## config.mk

```make
export PLATFORM = sky130hd
export DESIGN_NAME = pixel_stream_receiver_flat
export DESIGN_NICKNAME = d
export VERILOG_FILES = /design/src/rtl/pixel_stream_receiver_if.sv /design/src/rtl/pixel_stream_receiver.sv /design/src/flat_wrapper.sv
export SDC_FILE = /design/constraint.sdc
export NUM_CORES = 1
export LEC_CHECK = 0
export ABC_CLOCK_PERIOD_IN_PS = 6800
export CORE_MARGIN = 2
export CORE_UTILIZATION = 30
export CTS_CLUSTER_DIAMETER = 50
export DETAILED_ROUTE_END_ITERATION = 16
export HOLD_SLACK_MARGIN = 0.12
export PLACE_DENSITY = 0.6
export SYNTH_ARGS = -nofsm -noshare
export SYNTH_HDL_FRONTEND = slang
export SYNTH_SLANG_ARGS = --single-unit
```

## constraint.sdc

```tcl
create_clock -name horizontal_clock -period 6.8 [get_ports horizontal_clock]
set_input_delay 1.36 -clock horizontal_clock [delete_from_list [all_inputs] [get_ports horizontal_clock]]
set_output_delay 1.36 -clock horizontal_clock [all_outputs]
set_load 0.005 [all_outputs]
```

## src/rtl/pixel_stream_receiver_if.sv

```systemverilog
// Pixel input and frame-buffer write signals of the pixel stream receiver.
// The receiver uses the slave side; the pixel source / buffer model uses master.
interface pixel_stream_receiver_if #(
    parameter int ADDR_W = 17
);
    logic              horizontal_sync;
    logic [7:0]        r;
    logic [7:0]        g;
    logic [7:0]        b;
    logic              wr_en;
    logic [ADDR_W-1:0] wr_addr;
    logic [23:0]       wr_data;

    modport master (
        output horizontal_sync, r, g, b,
        input  wr_en, wr_addr, wr_data
    );

    modport slave (
        input  horizontal_sync, r, g, b,
        output wr_en, wr_addr, wr_data
    );
endinterface

```

## src/rtl/pixel_stream_receiver.sv

```systemverilog
// Captures one frame of sync-qualified RGB pixels into a frame buffer, storing
// rows bottom-up, and flags rows that end early or run past the row width.
module pixel_stream_receiver #(
    parameter int WIDTH  = 384,
    parameter int HEIGHT = 256,
    parameter int ADDR_W = 17
) (
    input  logic                   horizontal_clock,
    input  logic                   horizontal_reset,
    pixel_stream_receiver_if.slave pix,
    output logic [10:0]            row,
    output logic                   frame_done,
    output logic                   done,
    output logic                   short_error,
    output logic                   long_error
);

    localparam logic [10:0] COL_LAST = 11'(WIDTH - 1);
    localparam logic [10:0] ROW_LAST = 11'(HEIGHT - 1);

    typedef enum logic [2:0] {
        S_WAIT,
        S_READY,
        S_ACTIVE,
        S_BLANK,
        S_DONE
    } state_t;

    state_t            state;
    logic [10:0]       col;

    logic              vld_p0;
    logic              last_p0;
    logic [ADDR_W-1:0] addr_p0;
    logic [23:0]       data_p0;

    logic              vld_p1;
    logic              last_p1;
    logic              done_p1;
    logic [ADDR_W-1:0] addr_p1;
    logic [23:0]       data_p1;

    // Row 0 lands in the last buffer row so the stored image is bottom-up.
    function automatic logic [ADDR_W-1:0] pixel_addr(input logic [10:0] row_idx,
                                                     input logic [10:0] col_idx);
        logic [ADDR_W-1:0] flipped_row;
        flipped_row = ADDR_W'(HEIGHT - 1) - ADDR_W'(row_idx);
        return flipped_row * ADDR_W'(WIDTH) + ADDR_W'(col_idx);
    endfunction

    // Stage p0: row/column tracking and pixel acceptance
    always_ff @(posedge horizontal_clock or negedge horizontal_reset) begin
        if (!horizontal_reset) begin
            state       <= S_WAIT;
            row         <= '0;
            col         <= '0;
            short_error <= 1'b0;
            long_error  <= 1'b0;
            vld_p0      <= 1'b0;
            last_p0     <= 1'b0;
            addr_p0     <= '0;
            data_p0     <= '0;
        end else begin
            vld_p0  <= 1'b0;
            last_p0 <= 1'b0;
            unique case (state)
                S_WAIT: begin
                    // A row already in flight at reset release is never captured.
                    if (!pix.horizontal_sync) begin
                        state <= S_READY;
                    end
                end
                S_READY: begin
                    if (pix.horizontal_sync) begin
                        vld_p0  <= 1'b1;
                        addr_p0 <= pixel_addr(row, 11'd0);
                        data_p0 <= {pix.r, pix.g, pix.b};
                        col     <= 11'd1;
                        state   <= S_ACTIVE;
                    end
                end
                S_ACTIVE: begin
                    if (pix.horizontal_sync) begin
                        vld_p0  <= 1'b1;
                        addr_p0 <= pixel_addr(row, col);
                        data_p0 <= {pix.r, pix.g, pix.b};
                        if (col == COL_LAST) begin
                            col <= '0;
                            if (row == ROW_LAST) begin
                                last_p0 <= 1'b1;
                                state   <= S_DONE;
                            end else begin
                                row   <= row + 11'd1;
                                state <= S_BLANK;
                            end
                        end else begin
                            col <= col + 11'd1;
                        end
                    end else begin
                        // Short row: the same row index is retried from column 0.
                        short_error <= 1'b1;
                        col         <= '0;
                        state       <= S_READY;
                    end
                end
                S_BLANK: begin
                    if (pix.horizontal_sync) begin
                        long_error <= 1'b1;
                    end else begin
                        state <= S_READY;
                    end
                end
                S_DONE: begin
                    state <= S_DONE;
                end
                default: begin
                    state <= S_WAIT;
                end
            endcase
        end
    end

    // Stage p1: registered frame-buffer write port and frame status
    always_ff @(posedge horizontal_clock or negedge horizontal_reset) begin
        if (!horizontal_reset) begin
            vld_p1  <= 1'b0;
            last_p1 <= 1'b0;
            done_p1 <= 1'b0;
            addr_p1 <= '0;
            data_p1 <= '0;
        end else begin
            vld_p1  <= vld_p0;
            last_p1 <= last_p0;
            if (last_p0) begin
                done_p1 <= 1'b1;
            end
            if (vld_p0) begin
                addr_p1 <= addr_p0;
                data_p1 <= data_p0;
            end
        end
    end

    assign pix.wr_en   = vld_p1;
    assign pix.wr_addr = addr_p1;
    assign pix.wr_data = data_p1;
    assign frame_done  = last_p1;
    assign done        = done_p1;

endmodule

```

## src/flat_wrapper.sv

```systemverilog
// flat-port wrapper written by rule: the top's interface ports become plain ports
module pixel_stream_receiver_flat 
#(
    parameter int WIDTH  = 384,
    parameter int HEIGHT = 256,
    parameter int ADDR_W = 17
)
  (horizontal_clock, horizontal_reset, row, frame_done, done, short_error, long_error, pix_horizontal_sync, pix_r, pix_g, pix_b, pix_wr_en, pix_wr_addr, pix_wr_data);
  pixel_stream_receiver_if #(.ADDR_W(ADDR_W)) pix_i ();
  input  logic horizontal_clock;
  input  logic horizontal_reset;
  output logic [10:0] row;
  output logic frame_done;
  output logic done;
  output logic short_error;
  output logic long_error;
  input wire logic [$bits(pix_i.horizontal_sync)-1:0] pix_horizontal_sync;
  input wire logic [$bits(pix_i.r)-1:0] pix_r;
  input wire logic [$bits(pix_i.g)-1:0] pix_g;
  input wire logic [$bits(pix_i.b)-1:0] pix_b;
  output wire logic [$bits(pix_i.wr_en)-1:0] pix_wr_en;
  output wire logic [$bits(pix_i.wr_addr)-1:0] pix_wr_addr;
  output wire logic [$bits(pix_i.wr_data)-1:0] pix_wr_data;
  assign pix_i.horizontal_sync = pix_horizontal_sync;
  assign pix_i.r = pix_r;
  assign pix_i.g = pix_g;
  assign pix_i.b = pix_b;
  assign pix_wr_en = pix_i.wr_en;
  assign pix_wr_addr = pix_i.wr_addr;
  assign pix_wr_data = pix_i.wr_data;
  pixel_stream_receiver #(.WIDTH(WIDTH), .HEIGHT(HEIGHT), .ADDR_W(ADDR_W)) u_core (.horizontal_clock(horizontal_clock), .horizontal_reset(horizontal_reset), .pix(pix_i), .row(row), .frame_done(frame_done), .done(done), .short_error(short_error), .long_error(long_error));
endmodule
```

==> results of run 1 <==
[Yosys cell counts, types with 2 or more instances]
library cell | n | area, um2
xnor2_1 | 15 | 131
nand4_1 | 6 | 37.5
a31oi_1 | 4 | 25.0
a21o_1 | 7 | 52.6
nor2b_1 | 2 | 12.5
o21a_1 | 2 | 15.0
nand2b_1 | 3 | 18.8
o21bai_1 | 2 | 15.0
nor2_1 | 16 | 60.1
o21ai_1 | 2 | 10.0
and2_1 | 2 | 12.5
nor3_1 | 2 | 10.0
nand2_1 | 100 | 375
inv_1 | 15 | 56.3
ha_1 | 23 | 288
dfrtp_1 | 114 | 2850
a211o_1 | 2 | 17.5
a31o_2 | 2 | 17.5
and4_1 | 2 | 17.5
buf_1 | 3 | 11.3
a21oi_1 | 13 | 65.1
fa_1 | 2 | 40.0
o31ai_1 | 2 | 15.0
and3_1 | 8 | 50.1
nor3b_1 | 2 | 15.0
a22o_1 | 8 | 70.1
or3_1 | 2 | 12.5
nor4_4 | 2 | 42.5
o21ai_0 | 28 | 140
clkbuf_1 | 12 | 45.0
xor2_1 | 6 | 52.6
nand3_1 | 11 | 55.1
mux2_2 | 41 | 462
[critical path, stage by stage]
cell	delay, ps
clkdlybuf4s50_1	500
nor2b_1	230
o21ai_4	70
buf_4	450
inv_1	570
and4b_1	410
a211o_1	220
[state kept, by name, summed over array words and instances (netlist names)]
| signal | count |
|---|---|
| u_core.pix.wr_en | 1 |
| u_core.short_error | 1 |
| u_core.col | 11 |
| u_core.row | 11 |
| u_core.state | 3 |
| u_core.pix.wr_addr | 17 |
| u_core.long_error | 1 |
| u_core.addr_p0 | 17 |
| u_core.data_p0 | 24 |
| u_core.frame_done | 1 |
| u_core.last_p0 | 1 |
| u_core.done | 1 |
| u_core.vld_p0 | 1 |
| u_core.pix.wr_data | 24 |
[placed cells by master (no fill, tap or decap), drive strengths merged, types with 3 or more instances in the layout]
cell	count
a21o	7
nand3	11
clkbuf	17
clkinv	6
mux2	42
xor2	6
clkdlybuf4s50	82
nand2	100
nand4	6
o21ai	30
a22o	8
nand2b	3
clkinvlp	4
buf	3
xnor2	15
nor2	16
and3	8
a21oi	13
inv	18
ha	23
dfrtp	114
a31oi	4
[stage by stage]
stage,hold slack (ps),area (um2),instances,power [uW],util
floorplan,346,5290,479,955,-
global placement,354,6360,773,1140,0.369
detailed placement,362,6360,773,1150,0.369
CTS,375,6940,805,2030,0.403
global route,394,6940,805,2100,0.403
finish,372,6940,805,2000,0.403
[cell families (layout without fill, tap and decap cells)]
family,Yosys count,after routing,synth area share
and+or+nand+nor,166,166,0.148
AOI/OAI and AO/OA,79,79,0.0999
adders and majority gates,25,25,0.0620
xor gates and xnor gates,21,21,0.0348
DFF,114,114,0.540
muxes,43,43,0.0921
buffers and inverters,31,132,0.0234
[layer usage]
metal	vias to the layer above	part of all wire	global-route usage
met2	114	0.44	0.199
met3	13	0.071	0.0441
li1	1842	-	-
met4	0	0.014	0.0434
met1	1806	0.47	0.176
met5	-	0	0
[area by class of cell]
| cell class | count | area share |
|---|---|---|
| well taps | 225 | 0.0406 |
| multi-input cells | 334 | 0.334 |
| inverters | 15 | 0.00811 |
| clock buffers | 17 | 0.0613 |
| flip-flops and latches | 114 | 0.411 |
| repair buffers | 85 | 0.122 |
| clock inverters | 15 | 0.0227 |
[report_power, final]
| part | switching [uW] | internal [uW] | leakage, uW | total, uW |
|---|---|---|---|---|
| sequential | 62.7 | 778 | 0.00145 | 840 |
| combinational | 103 | 185 | 0.00146 | 288 |
| clock | 331 | 540 | 0.000276 | 872 |
[how the worst max path moves through the flow]
stage	end	cells after the start	from
final	u_core.addr_p0[15]	7	pix_horizontal_sync
after global routing	u_core.addr_p0[15]	7	pix_horizontal_sync
after CTS	u_core.addr_p0[15]	7	pix_horizontal_sync
after detailed placement	u_core.addr_p0[15]	7	pix_horizontal_sync
after global placement	u_core.addr_p0[15]	7	pix_horizontal_sync
after floorplan	u_core.row[10]	6	pix_horizontal_sync
==> run metrics, run 1 <==
status finished clean; routed wire length per instance 14.1 um; Mapped Cells 479; Num CTS Buffers 17; Slew Limit Headroom 0.374; Ports 84; DR iter-0 viols 255; clk_lat worst skew 420 ps; clock slew at reported path FFs 60 ps; Core ar. 0.0172 mm2; site row count 48; CP Data Arrival Time 3830 ps; Final #Nets 619; gr usage total 0.131; #FFs+latches synth 114; syn_nets 531; Die Height 137 um; Tcrit/Tclk final 0.519; Layout fillers 1630; RSZ-0062 raised after global routing no; Post-CTS Setup Inserts 0; most common flop cell mapped by yosys dfrtp_1; Achievable Freq 0.283 GHz; ys async rst share 1.00; Leak 0.00319 uW; drt drc 0; hold path depth 0; worst-margin pin slew 939 ps; maximum number of pins on one net before global-route repair 64; r2r endpoint u_core.addr_p0[15]; Place WS 2830 ps; CTS root buf clkbuf_16; setup tns final 0 ps; number of synthesized flops with an enable pin 0; fin crit period 3530 ps; Worst Hold Path EP u_core.frame_done; CTS tree done; yosys warns 0; # resized after CTS 0; clock buffer depth 2; peak fanout along the critical path 50; final hold vios 0; Reg-to-Reg Start u_core.row[0]; DP HPWL 7770 um; R2R Setup Slk 3990 ps; hold_buf cts 0; clk sinks 114; Routed Antenna Nets 0; CP required 7100 ps; WS Path Type in2reg; Via density 4.69; max cap viols 0; final setup vio count 0; capturing element type of the critical path flip-flop; Inserted Diodes 0; IO buf count 83; initial antenna violation count 0; worst r2r path cells 9; multi-input logic area 0.00232 mm2; part of the Yosys area used for sequential elements 0.540; element type at the critical path start input port; share of layout cells above drive strength 1 0.150; drt first pass iters 4; Distinct cells, synth 51; remaining global-route overflow 0; Max Slew Vio Count 0; storage element area 0.00285 mm2; GP Congestion 0.797; Syn Area/Cell 11.0 um2; vias in the first global route 3861; Initial Utilization 0.307; pwr/cell area 288 mW/mm2; WL final 11300 um; hold_sp u_core.last_p0; Clock Skew 5.11 ps; via count 3775; Area Overhead vs Synth 31.3%; htree depth 4; synthesized cell area 0.00529 mm2; Hold Path Class reg2reg; Die W 137 um; first-pass GRT wire length 19100 um; die area 0.0187 mm2; peak supply drop 0.190 mV; Setup WS post-layout 3270 ps
Power figures use the tool's default switching activity.
==> run 2, diff against run 1 <==
ABC_CLOCK_PERIOD_IN_PS = 3500   (was 6800)
clock period = 3.5 ns   (was 6.8 ns; I/O delays follow)
==> run 2 against run 1 <==
Net effect:
- sequential cell count unchanged
- clock skew up 6.9 ps
- non-clock buffer count up 3
- design area up 1.8%
- global-route usage down 0.11 points
- utilization up 0.74 points
- critical endpoint unchanged
- largest power group unchanged
==> run metrics, run 2 (synthesized netlist as in run 1, its figures left out) <==
commonest non-fill, non-tap cells in the layout dfrtp_1, nand2_1, clkdlybuf4s50_1, mux2_2, o21ai_0; drt drc 0; Core ar. 0.0172 mm2; GP Congestion 0.825; DP HPWL 7910 um; Slew Limit Headroom 0.353; IO buf count 83; R2R Setup Slk 770 ps; CP Data Arrival Time 3030 ps; final setup vio count 0; clock buffer depth 2; fin crit period 2730 ps; CP peak stage delay 440 ps; Reg-to-Reg Start u_core.row[0]; element type at the critical path start flip-flop; Post-CTS Setup Inserts 0; initial antenna violation count 0; Initial Utilization 0.307; Area Overhead vs Synth 33.7%; pwr/cell area 588 mW/mm2; Clock Skew 12.0 ps; Die W 137 um; Slowest-stage cell, CP fa_1; DR iter-0 viols 216; maximum number of pins on one net before global-route repair 65; drt first pass iters 4; clock slew at reported path FFs 60 ps; first-pass GRT wire length 19000 um; Max Slew Vio Count 0; Hold Path Class in2async; via count 3789; peak supply drop 0.333 mV; Crit path buffers/inverters 1; htree depth 4; Non-Filler Instances 808; vias in the first global route 3848; Via density 4.69; CTS root buf clkbuf_16; crit-path leading delay family compound AO/OA/AOI/OAI gates; Leak 0.00325 uW; share of layout cells above drive strength 1 0.153; Layout fillers 1642; max cap viols 0; peak fanout along the critical path 6; dpl cells 776; CP required 3790 ps; routed wire length per instance 14.2 um; clk_lat worst skew 420 ps; hold_buf cts 0; Num CTS Buffers 17; leading cell type in the layout, fill and taps excluded dfrtp_1; final hold vios 0; RSZ-0062 raised after global routing no; Inserted Diodes 0; Ports 84; CTS tree done; site row count 48; status finished clean; die area 0.0187 mm2; worst-margin pin slew 970 ps; CP cell instances inv_1 -> ha_1 -> fa_1 -> a21o_1 -> a221oi_1 -> xor2_1 -> nor4_4 -> and4b_1 -> a211o_1; critical path launch point u_core.row[0]; clk sinks 114; gr usage total 0.130; remaining global-route overflow 0; WL final 11500 um; Routed Antenna Nets 0; Tcrit/Tclk final 0.780; Tot Pwr 4160 uW; WS Path Type reg2reg; setup tns final 0 ps; capturing element type of the critical path flip-flop; # resized after CTS 0; Achievable Freq 0.366 GHz; Final #Nets 622; Die Height 137 um
==> run 2: stage by stage <==
step / hold slack (ps) / util / setup slack, ps / cell area [um2]
after floorplan: 346 / - / 960 / 5290
after global placement: 355 / 0.371 / 695 / 6390
after detailed placement: 367 / 0.371 / 613 / 6390
after CTS: 332 / 0.410 / 752 / 7070
after global routing: 373 / 0.410 / 607 / 7070
final: 312 / 0.410 / 769 / 7070
==> run 2: final timing paths <==
kind,end,cells past startpoint
max,u_core.addr_p0[15],9
min,u_core.pix.wr_data[20],1
max reg2reg,u_core.addr_p0[15],9
min reg2reg,u_core.frame_done,0
max in group asynchronous,u_core.vld_p0,2
min in group horizontal_clock,u_core.frame_done,0
==> run 2: layout make-up <==
| cell class | instances | area [um2] | share of cell area |
|---|---|---|---|
| sequential | 114 | 2850 | 0.404 |
| inverter | 15 | 56.3 | 0.00797 |
| multi-input combinational | 334 | 2320 | 0.328 |
| clock inverter | 13 | 233 | 0.0329 |
| clock buffer | 19 | 443 | 0.0627 |
| timing repair buffer | 88 | 878 | 0.124 |
| tap | 225 | 282 | 0.0398 |
==> run 2: power by group <==
part / switching [uW] / internal [uW] / total [uW]
Clock: 607 / 1350 / 1960
Combinational: 201 / 362 / 563
Sequential: 124 / 1510 / 1640
==> run 2: routing by layer <==
metal / GRT usage / routed length (um)
met4: 0.0602 / 269
met2: 0.191 / 4950
met5: 0 / 0
met1: 0.176 / 5500
met3: 0.0385 / 744
==> run 3, diff against run 2 <==
ABC_CLOCK_PERIOD_IN_PS = 2850   (was 3500)
clock period = 2.85 ns   (was 3.5 ns; I/O delays follow)
==> run 3 against run 2 <==
Net effect:
- first-iteration DRC count up 40%
- via count down 0.32%
- cell count up 0.74%
- critical path depth unchanged
- clock skew down 4.5 ps
- critical endpoint is now u_core.addr_p0[14]
==> run metrics, run 3 (synthesized netlist as in run 1, its figures left out) <==
Tcrit/Tclk final 0.931; DP HPWL 8280 um; Leak 0.00332 uW; final hold vios 0; clk_lat worst skew 420 ps; htree depth 4; commonest non-fill, non-tap cells in the layout dfrtp_1, nand2_1, clkdlybuf4s50_1, mux2_2, o21ai_0; Hold Path Class in2async; storage element area 0.00285 mm2; peak supply drop 0.434 mV; DR iter-0 viols 303; Setup WS post-layout 196 ps; fin crit period 2650 ps; Inserted Diodes 0; leading cell type in the layout, fill and taps excluded dfrtp_1; IO buf count 83; first-pass GRT wire length 19100 um; Layout fillers 1569; capturing element type of the critical path flip-flop; Slew Limit Headroom 0.347; setup tns final 0 ps; drt first pass iters 6; Die W 137 um; Initial Utilization 0.307; status finished clean; Ports 84; Non-Filler Instances 814; final setup vio count 0; Num CTS Buffers 17; Area Overhead vs Synth 35.6%; site row count 48; max cap viols 0; drt drc 0; hold_buf cts 0; die area 0.0187 mm2; clock slew at reported path FFs 60 ps; worst-margin pin slew 980 ps; gr usage total 0.134; clk sinks 114; vias in the first global route 3725; routed wire length per instance 14.5 um; CTS root buf clkbuf_16; CP required 3150 ps; clock buffer depth 2; pwr/cell area 735 mW/mm2; share of layout cells above drive strength 1 0.165; Die Height 137 um; RSZ-0062 raised after global routing no; Clock Skew 7.58 ps; Max Slew Vio Count 0; GP Congestion 0.800; Via density 4.64; element type at the critical path start flip-flop; via count 3777; WL final 11800 um; remaining global-route overflow 0; Routed Antenna Nets 0; final design utilization 0.416; peak fanout along the critical path 4; dpl cells 782; WS Path Type reg2reg; multi-input logic area 0.00233 mm2; maximum number of pins on one net before global-route repair 51; Final #Nets 628; Core ar. 0.0172 mm2; Achievable Freq 0.377 GHz; Post-CTS Setup Inserts 0; CP Data Arrival Time 2950 ps; Place WS 204 ps; initial antenna violation count 0; CTS tree done
## run 3: report_power, final
| part | internal [uW] | switching (uW) | total (uW) |
|---|---|---|---|
| registers | 1860 | 150 | 2010 |
| logic | 449 | 252 | 701 |
| clock network | 1830 | 733 | 2560 |
## run 3: area by class of cell
type                            count  area share
Tap cell                          225      0.0393
Inverter                           15     0.00786
Clock inverter                      7      0.0264
Multi-Input combinational cell    334       0.325
Timing Repair Buffer               94       0.129
Clock buffer                       25      0.0747
Sequential cell                   114       0.398
## run 3: repair_timing
action / in CTS / in global routing
endpoints found under the setup margin: 0 / 1
endpoints found under the hold margin: 0 / 0
gates resized for setup: 0 / 2
## run 3: routing by layer
layer | up-vias | GRT usage | share of wire
li1 | 1856 | - | -
met3 | 12 | 0.0426 | 0.073
met4 | 0 | 0.0503 | 0.013
met1 | 1789 | 0.183 | 0.47
met2 | 120 | 0.197 | 0.44
met5 | - | 0 | 0
## run 3: metrics by stage
stage / hold WS [ps] / power, uW / instance area, um2
after global routing: 221 / 5520 / 7170
after floorplan: 274 / 2280 / 5290
after detailed placement: 355 / 2760 / 6440
final: 175 / 5270 / 7170
after CTS: 190 / 5350 / 7160
after global placement: 352 / 2720 / 6440
## run 3: path summary, 6_finish.rpt
check | cells past startpoint | startpoint | slack (ps) | to
min in group horizontal_clock | 0 | u_core.last_p0 | 360 | u_core.frame_done
max | 9 | u_core.row[1] | 200 | u_core.addr_p0[14]
max reg2reg | 9 | u_core.row[1] | 200 | u_core.addr_p0[14]
max in group asynchronous | 2 | horizontal_reset | 1900 | u_core.vld_p0
min reg2reg | 0 | u_core.last_p0 | 360 | u_core.frame_done
min | 1 | horizontal_reset | 170 | u_core.data_p0[17]
## run 3: worst max-delay path: stages, from the launching register on
cell and delay, ps:
dfrtp_1 420, inv_1 160, ha_1 240, fa_1 460, ha_1 340, a21oi_1 240, o21ba_2 220, nor4_4 50
xnor2_1 140, mux2_4 270
